==> config.mk <==
export PLATFORM = sky130hd
export DESIGN_NAME = bp_table_clear_arbiter
export DESIGN_NICKNAME = d
export VERILOG_FILES = /design/src/rtl/bp_table_clear_arbiter.sv
export SDC_FILE = /design/constraint.sdc
export NUM_CORES = 1
export LEC_CHECK = 0
export CAP_MARGIN = 30
export CORE_MARGIN = 3
export CORE_UTILIZATION = 28
export DETAILED_ROUTE_END_ITERATION = 16
export PLACE_DENSITY = 0.92
export SKIP_CTS_REPAIR_TIMING = 1
export SLEW_MARGIN = 25
export SYNTH_ARGS = -nofsm -noshare
export SYNTH_HDL_FRONTEND = slang
export SYNTH_SLANG_ARGS = --single-unit
==> constraint.sdc <==
create_clock -name clk -period 2.97 [get_ports clk]
set_clock_uncertainty 0.1 [all_clocks]
set_input_delay 0.297 -clock clk [delete_from_list [all_inputs] [get_ports clk]]
set_output_delay 0.297 -clock clk [all_outputs]
set_load 0.01 [all_outputs]
==> src/rtl/bp_table_clear_arbiter.sv <==
// bp_table_clear_arbiter: write-port owner for the branch-predictor tag and
// target RAMs. Passes execution-stage updates straight through when idle and
// runs a set-by-set invalidation sweep of every tag bank after reset or on
// clear_req, gating fetch-side prediction use until the sweep completes.
// Optional build macro: BP_CLEAR_STATS_EN adds saturating dropped-update and
// completed-sweep counters.
module bp_table_clear_arbiter #(
  parameter int unsigned ENTRIES   = 512,
  parameter int unsigned WAYS      = 2,
  parameter int unsigned TAG_ENT_W = 24,
  localparam int unsigned ADDR_W   = $clog2(ENTRIES)
) (
  input  logic                     clk,
  input  logic                     rst,
  input  logic                     clear_req,
  input  logic [WAYS-1:0]          upd_tag_we,
  input  logic [WAYS-1:0]          upd_target_we,
  input  logic [WAYS*ADDR_W-1:0]   upd_addr,
  input  logic [TAG_ENT_W-1:0]     upd_tag_data,
  input  logic [31:0]              upd_target_pc,
  output logic [WAYS-1:0]          tag_we,
  output logic [WAYS-1:0]          target_we,
  output logic [WAYS*ADDR_W-1:0]   wr_addr,
  output logic [TAG_ENT_W-1:0]     tag_wdata,
  output logic [31:0]              target_wdata,
`ifdef BP_CLEAR_STATS_EN
  output logic [15:0]              dropped_upd_cnt,
  output logic [15:0]              sweep_cnt,
`endif
  output logic                     pred_enable,
  output logic                     clear_busy,
  output logic                     clear_done
);

  typedef enum logic {
    IDLE,
    CLEAR
  } state_e;

  localparam logic [ADDR_W-1:0] LAST_IDX = ADDR_W'(ENTRIES - 1);

  state_e              state_q;
  logic [ADDR_W-1:0]   idx_q;
  logic                pred_q;
  logic                busy_q;

  // Final sweep write; a coincident clear_req restarts the sweep instead.
  assign clear_done  = (state_q == CLEAR) && (idx_q == LAST_IDX) && !clear_req;
  assign pred_enable = pred_q;
  assign clear_busy  = busy_q;

  // Sweep sequencer: state, set index and the registered status flags.
  always_ff @(posedge clk or negedge rst) begin
    if (!rst) begin
      state_q <= CLEAR;
      idx_q   <= '0;
      pred_q  <= 1'b0;
      busy_q  <= 1'b1;
    end else begin
      case (state_q)
        IDLE: begin
          if (clear_req) begin
            state_q <= CLEAR;
            idx_q   <= '0;
            pred_q  <= 1'b0;
            busy_q  <= 1'b1;
          end
        end
        CLEAR: begin
          if (clear_req) begin
            idx_q <= '0;
          end else if (idx_q == LAST_IDX) begin
            state_q <= IDLE;
            idx_q   <= '0;
            pred_q  <= 1'b1;
            busy_q  <= 1'b0;
          end else begin
            idx_q <= idx_q + ADDR_W'(1);
          end
        end
        default: begin
          state_q <= CLEAR;
          idx_q   <= '0;
          pred_q  <= 1'b0;
          busy_q  <= 1'b1;
        end
      endcase
    end
  end

  // Write-port mux: sweep owns the tag banks in CLEAR, updates pass through in IDLE.
  always_comb begin
    tag_we       = upd_tag_we;
    target_we    = upd_target_we;
    wr_addr      = upd_addr;
    tag_wdata    = upd_tag_data;
    target_wdata = upd_target_pc;
    if (state_q == CLEAR) begin
      tag_we    = '1;
      target_we = '0;
      wr_addr   = {WAYS{idx_q}};
      tag_wdata = '0;
    end
  end

`ifdef BP_CLEAR_STATS_EN
  logic [15:0] drop_cnt_q;
  logic [15:0] sweep_cnt_q;

  assign dropped_upd_cnt = drop_cnt_q;
  assign sweep_cnt       = sweep_cnt_q;

  // Saturating counters of updates lost to a sweep and of completed sweeps.
  always_ff @(posedge clk or negedge rst) begin
    if (!rst) begin
      drop_cnt_q  <= '0;
      sweep_cnt_q <= '0;
    end else begin
      if ((state_q == CLEAR) && (|upd_tag_we) && (drop_cnt_q != '1)) begin
        drop_cnt_q <= drop_cnt_q + 16'd1;
      end
      if (clear_done && (sweep_cnt_q != '1)) begin
        sweep_cnt_q <= sweep_cnt_q + 16'd1;
      end
    end
  end
`endif

endmodule

==> results of run 1 <==
-- sequential cells by signal, indices dropped and copies added (netlist names) --
| register | count |
|---|---|
| state_q | 1 |
| idx_q | 9 |
| pred_enable | 1 |
| clear_busy | 1 |
-- logic make-up (layout without fill, tap and decap cells) --
logic type,after synthesis,in the layout,share of synthesized area [%]
compound gates,36,36,15.56
mux,3,3,2.319
flops,12,12,23.38
simple gates,59,59,26.47
fa+ha+maj,3,3,2.899
buf+inv,63,124,28.70
xor+xnor,1,1,0.6765
-- stage by stage --
step | setup WS [ns] | hold WS, ns | cells | utilization, % | instance area (um^2)
floorplan | 1.021 | -0.09859 | 177 | - | 1295
global placement | 0.5202 | 0.3669 | 286 | 46.80 | 2066
detailed placement | 0.4727 | 0.3706 | 286 | 46.80 | 2066
CTS | 0.1831 | 0.3319 | 290 | 48.04 | 2121
global route | 0.04653 | 0.3530 | 290 | 48.16 | 2126
finish | 0.3027 | 0.3186 | 290 | 48.16 | 2126
-- worst max-delay path: cells and delay by family (launching register included) --
| family | cells | cell delay (ns) |
|---|---|---|
| simple gates | 2 | 0.44 |
| fa+ha+maj | 2 | 0.44 |
| flops | 1 | 0.44 |
| buf+inv | 3 | 0.72 |
-- final cells by class --
class | instances | area (um^2)
clock buffers | 4 | 55.05
inverters | 21 | 78.83
repair buffers | 99 | 998.5
multi-input cells | 102 | 625.6
well taps | 52 | 65.06
fillers | 419 | 2288
flip-flops and latches | 12 | 302.8
-- routing by layer --
| layer | vias to the layer above | global-route usage (%) | wire length, um |
|---|---|---|---|
| li1 | 656 | - | - |
| met1 | 563 | 14.74 | 1445 |
| met2 | 69 | 24.90 | 1918 |
| met3 | 16 | 3.243 | 355 |
| met4 | 0 | 4.427 | 64 |
| met5 | - | 0 | 0 |
-- power by group through the flow --
stage | clock network (mW) | logic [mW] | registers, mW
final | 0.182 | 0.126 | 0.180
after global routing | 0.198 | 0.136 | 0.181
after CTS | 0.189 | 0.127 | 0.179
after floorplan | 0 | 0.0869 | 0.177
after global placement | 0 | 0.124 | 0.181
after detailed placement | 0 | 0.127 | 0.182
-- cell usage in the layout, fill, tap and decap left out, types with 2 or more instances in the layout --
master	instances
nor2_1	4
mux2i_1	3
a21oi_1	7
nand2_1	15
dfstp_2	2
clkbuf_8	4
or2_2	3
a31oi_1	3
ha_1	3
nor2b_1	26
dfrtp_1	10
clkdlybuf4s50_1	97
nand3_1	4
inv_1	21
o21ai_0	21
-- path summary, 6_finish.rpt --
path	slack, ns	end	startpoint
max reg2reg	0.68	idx_q[7]	idx_q[0]
min reg2reg	0.38	clear_busy	clear_busy
max	0.30	clear_done	idx_q[0]
min in group clk	0.38	clear_busy	clear_busy
min	0.32	idx_q[6]	rst
max in group asynchronous	2.07	state_q	rst
==> impl_results.md, run 1 <==
* # DRC at 0
* CTS tree: yes
* First-pass GRT wire length at 5789 um
* Total power at 0.4874 mW
* Diode count at 0
* Sw Share at 23.12%
* Fin crit share at 89.81%
* Tmin final at 2.667 ns
* Initial antenna violation count at 0
* Syn nets at 261
* Starting density of the core at 29.34%
* I/O pin count at 162
* Routed vias at 1304
* Slew Limit Fails at 0
* Sw power at 0.1127 mW
* Largest area contributor in the netlist: dfrtp_1
* WP data arrival at 2.27 ns
* Ranking of synthesized cells by area: dfrtp_1 19%, buf_4 19%, nor2b_1 13%
* FF+latch count, synth at 12
* Die H at 74.01 um
* Core Rows at 24
* CTS max path bufs at 2
* Ys flop type: dfrtp_1
* Avg Synthesized Cell Area at 7.316 um^2
* Slowest-stage cell, CP: clkdlybuf4s50_1
* Worst Reg-to-Reg Cells at 7
* Top-count cell post-synth: buf_4
* Vias in the first global route at 1251
* Starting DRT DRC Count at 103
* Highest Clock Rate at 374.9 MHz
* Clock transition at the registers of the reported paths at 0.06 ns
* Yosys cell types at 32
* Clk pwr share at 37.3%
* Nature of the critical path endpoint: output pin
* Worst-skew pair later-pin latency at 0.24 ns
* TritonCTS buffer count at 3
* 1st-pass router iterations at 4
* Dpl hpwl at 3077 um
* Largest net degree at the start of global routing at 37
* Register area share after synthesis at 23.38%
* Post-synth top area share at 19.32%
* Nets at 323
* Antenna Nets Post-Route at 0
* Seq pwr share at 36.9%
* GP Congestion at 0.9804
* Kind of critical path: reg -> out
* Number of synthesized flops with an enable pin at 0
* Area Growth Syn to Fin at 64.15%
* DR WL/cell at 13.05 um
* I/O Buffers at 97
* Sink Count at 12
* Remaining Overflow, GRT at 0
* P per Cell Area at 229.3 nW/um^2
* Max Cap Viol at 0
* Total wire length at 3784 um
* Post-Synthesis Cells at 177
* Max_slew headroom at 61.73%
* TNS Setup at 0 ns
* Drt via density at 4.497
* CP startpoint kind: flop
* Cells along the critical path: ha_1 > inv_1 > nor3_2 > ha_1 > inv_1 > nor3b_1 > clkdlybuf4s50_1
* Async S/R FF share, synth at 100.0%
* Largest fanout on the critical path at 7
* Outcome: complete, no violations
* Worst EP required at 2.57 ns
* Area of the core at 4414 um^2
* Die Wd at 74.01 um
* Die area at 5477 um^2
* Total GRT Usage at 13.37%
* Slew @ Worst Pin at 0.5723 ns
* Synthesized cell area at 1295 um^2
* RSZ-0062 raised after global routing: false
* Setup-failing EPs final at 0
* Layout cell share with drive strength beyond 1 at 6.723%
* Fin. Hold Viols at 0
* Hold Crit Class: in -> async
* Post-synth top cells: 33 x buf_4, 26 x nor2b_1, 21 x inv_1, 21 x o21ai_0, 15 x nand2_1
* Worst path max stage delay at 0.58 ns
* LEAKAGE at 0.8791 nW
* Root buf cell: clkbuf_8
* Worst VDD drop at 115.3 uV
* Synth warn at 0
* Comb power frac at 25.8%
* P_int at 0.3747 mW
* Max H-tree Level at 1
Power figures use the tool's default switching activity.
==> run 2: changes to the inputs <==
Settings changed: PLACE_DENSITY 0.92 to 0.93.
==> run 2 against run 1 <==
First-iteration DRC count shrank 25%. Sequential power is essentially flat. Sequential share of layout area grew 0.14 points. Power shrank 5.8%. Register-to-register slack gained 0.02 ns. Hold slack lost 0.0088 ns. Global-route usage grew 0.34 points. Worst setup slack lost 0.071 ns. Core utilization shrank 0.45 points. Critical path depth is the same. Critical path type unchanged. Critical endpoint unchanged. Largest power group is now registers.
==> impl_results.md, run 2 (synthesis results as in run 1) <==
* Antenna Nets Post-Route at 0 (unchanged)
* CTS max path bufs at 2 (unchanged)
* Largest net degree at the start of global routing at 31 (-16%)
* Slew @ Worst Pin at 0.5474 ns (-0.02488 ns)
* Worst path max stage delay at 0.59 ns (about the same)
* Dpl hpwl at 3152 um (+2.5%)
* Area of the core at 4414 um^2 (unchanged)
* Nets at 323 (unchanged)
* Largest Register: idx_q
* Worst-skew pair later-pin latency at 0.24 ns (about the same)
* Hold Slack at 0.3098 ns (-0.008842 ns)
* Die area at 5477 um^2 (unchanged)
* Nature of the critical path endpoint: output pin
* Starting DRT DRC Count at 77 (-25%)
* # DRC at 0 (unchanged)
* Kind of critical path: reg -> out
* Root buf cell: clkbuf_8
* PnR worst setup slack at 0.2318 ns (-0.07089 ns)
* 1st-pass router iterations at 4 (unchanged)
* Final core occ at 47.70% (-0.45 points)
* P per Cell Area at 218.0 nW/um^2 (-4.9%)
* Slowest-stage cell, CP: clkdlybuf4s50_1
* Die Wd at 74.01 um (unchanged)
* Total GRT Usage at 13.71% (+0.34 points)
* Routed vias at 1325 (+1.6%)
* Delay-heaviest family, CP: buffers and inverters
* Drt via density at 4.569 (+1.6%)
* DR WL/cell at 13.11 um (+0.45%)
* Largest register FFs at 9 (unchanged)
* Post-Layout Cell Count at 290 (unchanged)
* Die H at 74.01 um (unchanged)
* WP buf/inv at 3 (unchanged)
* Highest Clock Rate at 365.2 MHz (-2.6%)
* Most numerous cell on the critical path: inv_1
* LEAKAGE at 0.8644 nW (-1.7%)
* Worst EP required at 2.57 ns (about the same)
* Sink Count at 12 (unchanged)
* Initial antenna violation count at 0 (unchanged)
* Cells along the critical path: ha_2 > inv_1 > nor3_2 > ha_1 > inv_1 > nor3b_1 > clkdlybuf4s50_1
* RSZ-0062 raised after global routing: false
* GP Congestion at 0.8976 (-8.4%)
* CTS tree: yes
* I/O pin count at 162 (unchanged)
* I/O Buffers at 97 (unchanged)
* Worst VDD drop at 110.8 uV (-3.9%)
* Outcome: complete, no violations
* First-pass GRT wire length at 5940 um (+2.6%)
* DP Cell Count at 286 (unchanged)
* Layout cell share with drive strength beyond 1 at 6.723% (unchanged)
* Pre-CTS setup slack at 0.4009 ns (-0.07180 ns)
* Tmin final at 2.738 ns (+0.07089 ns)
* Max Cap Viol at 0 (unchanged)
* Core Rows at 24 (unchanged)
* Hold Crit Class: in -> async
* Fin crit share at 92.20% (+2.4 points)
* Vias in the first global route at 1307 (+4.5%)
* Fin. Hold Viols at 0 (unchanged)
* Max H-tree Level at 1 (unchanged)
* TNS Setup at 0 ns (unchanged)
* Setup-failing EPs final at 0 (unchanged)
* WP data arrival at 2.34 ns (+0.07 ns)
* Clock transition at the registers of the reported paths at 0.06 ns (about the same)
* Diode count at 0 (unchanged)
* Remaining Overflow, GRT at 0 (unchanged)
* Largest fanout on the critical path at 7 (unchanged)
* Most frequent cells in the layout: 97 x clkdlybuf4s50_1, 26 x nor2b_1, 21 x inv_1, 21 x o21ai_0, 15 x nand2_1
* CP startpoint kind: flop
* TritonCTS buffer count at 3 (unchanged)
* Max_slew headroom at 63.39% (+1.7 points)
* Area Growth Syn to Fin at 62.61%
* Most common cell after layout, fill and taps aside: clkdlybuf4s50_1
* Starting density of the core at 29.34% (unchanged)
* Total wire length at 3801 um (+0.45%)
* Fillers at 432 (+3.1%)
* Slew Limit Fails at 0 (unchanged)
## run 2: final cells by class
type | count | area (um^2) | area share (%)
Inverter | 21 | 78.83 | 3.743
Tap cell | 52 | 65.06 | 3.090
Multi-Input combinational cell | 102 | 628.1 | 29.83
Timing Repair Buffer | 99 | 985.9 | 46.82
Clock buffer | 4 | 45.04 | 2.139
Sequential cell | 12 | 302.8 | 14.38
## run 2: worst paths after layout
| check | from | to | slack [ns] | cells past startpoint |
|---|---|---|---|---|
| setup / recovery | idx_q[0] | clear_done | 0.23 | 7 |
| hold / removal | rst | idx_q[6] | 0.31 | 1 |
| setup reg to reg | idx_q[0] | idx_q[7] | 0.70 | 7 |
| hold reg to reg | clear_busy | clear_busy | 0.37 | 2 |
| max in group asynchronous | rst | clear_busy | 2.08 | 1 |
| min in group clk | clear_busy | clear_busy | 0.37 | 2 |
## run 2: stage by stage
step | area [um^2] | power [mW]
after global placement | 2053 | 0.3051
final | 2106 | 0.4590
after detailed placement | 2053 | 0.3089
after floorplan | 1295 | 0.2635
after global routing | 2106 | 0.4865
after CTS | 2098 | 0.4655
## run 2: where the power goes
| group | leakage, nW | switching (mW) | internal (mW) |
|---|---|---|---|
| logic | 0.689 | 0.0373 | 0.0884 |
| clock network | 0.0228 | 0.0593 | 0.0943 |
| registers | 0.153 | 0.0103 | 0.169 |
| total | 0.864 | 0.107 | 0.352 |
## run 2: per-layer routing
metal	wire length [um]	global-route usage, %	up-vias
li1	-	-	659
met1	1454	14.92	583
met2	1929	25.89	65
met3	337	2.432	18
met4	79	5.634	0
met5	0	0	-
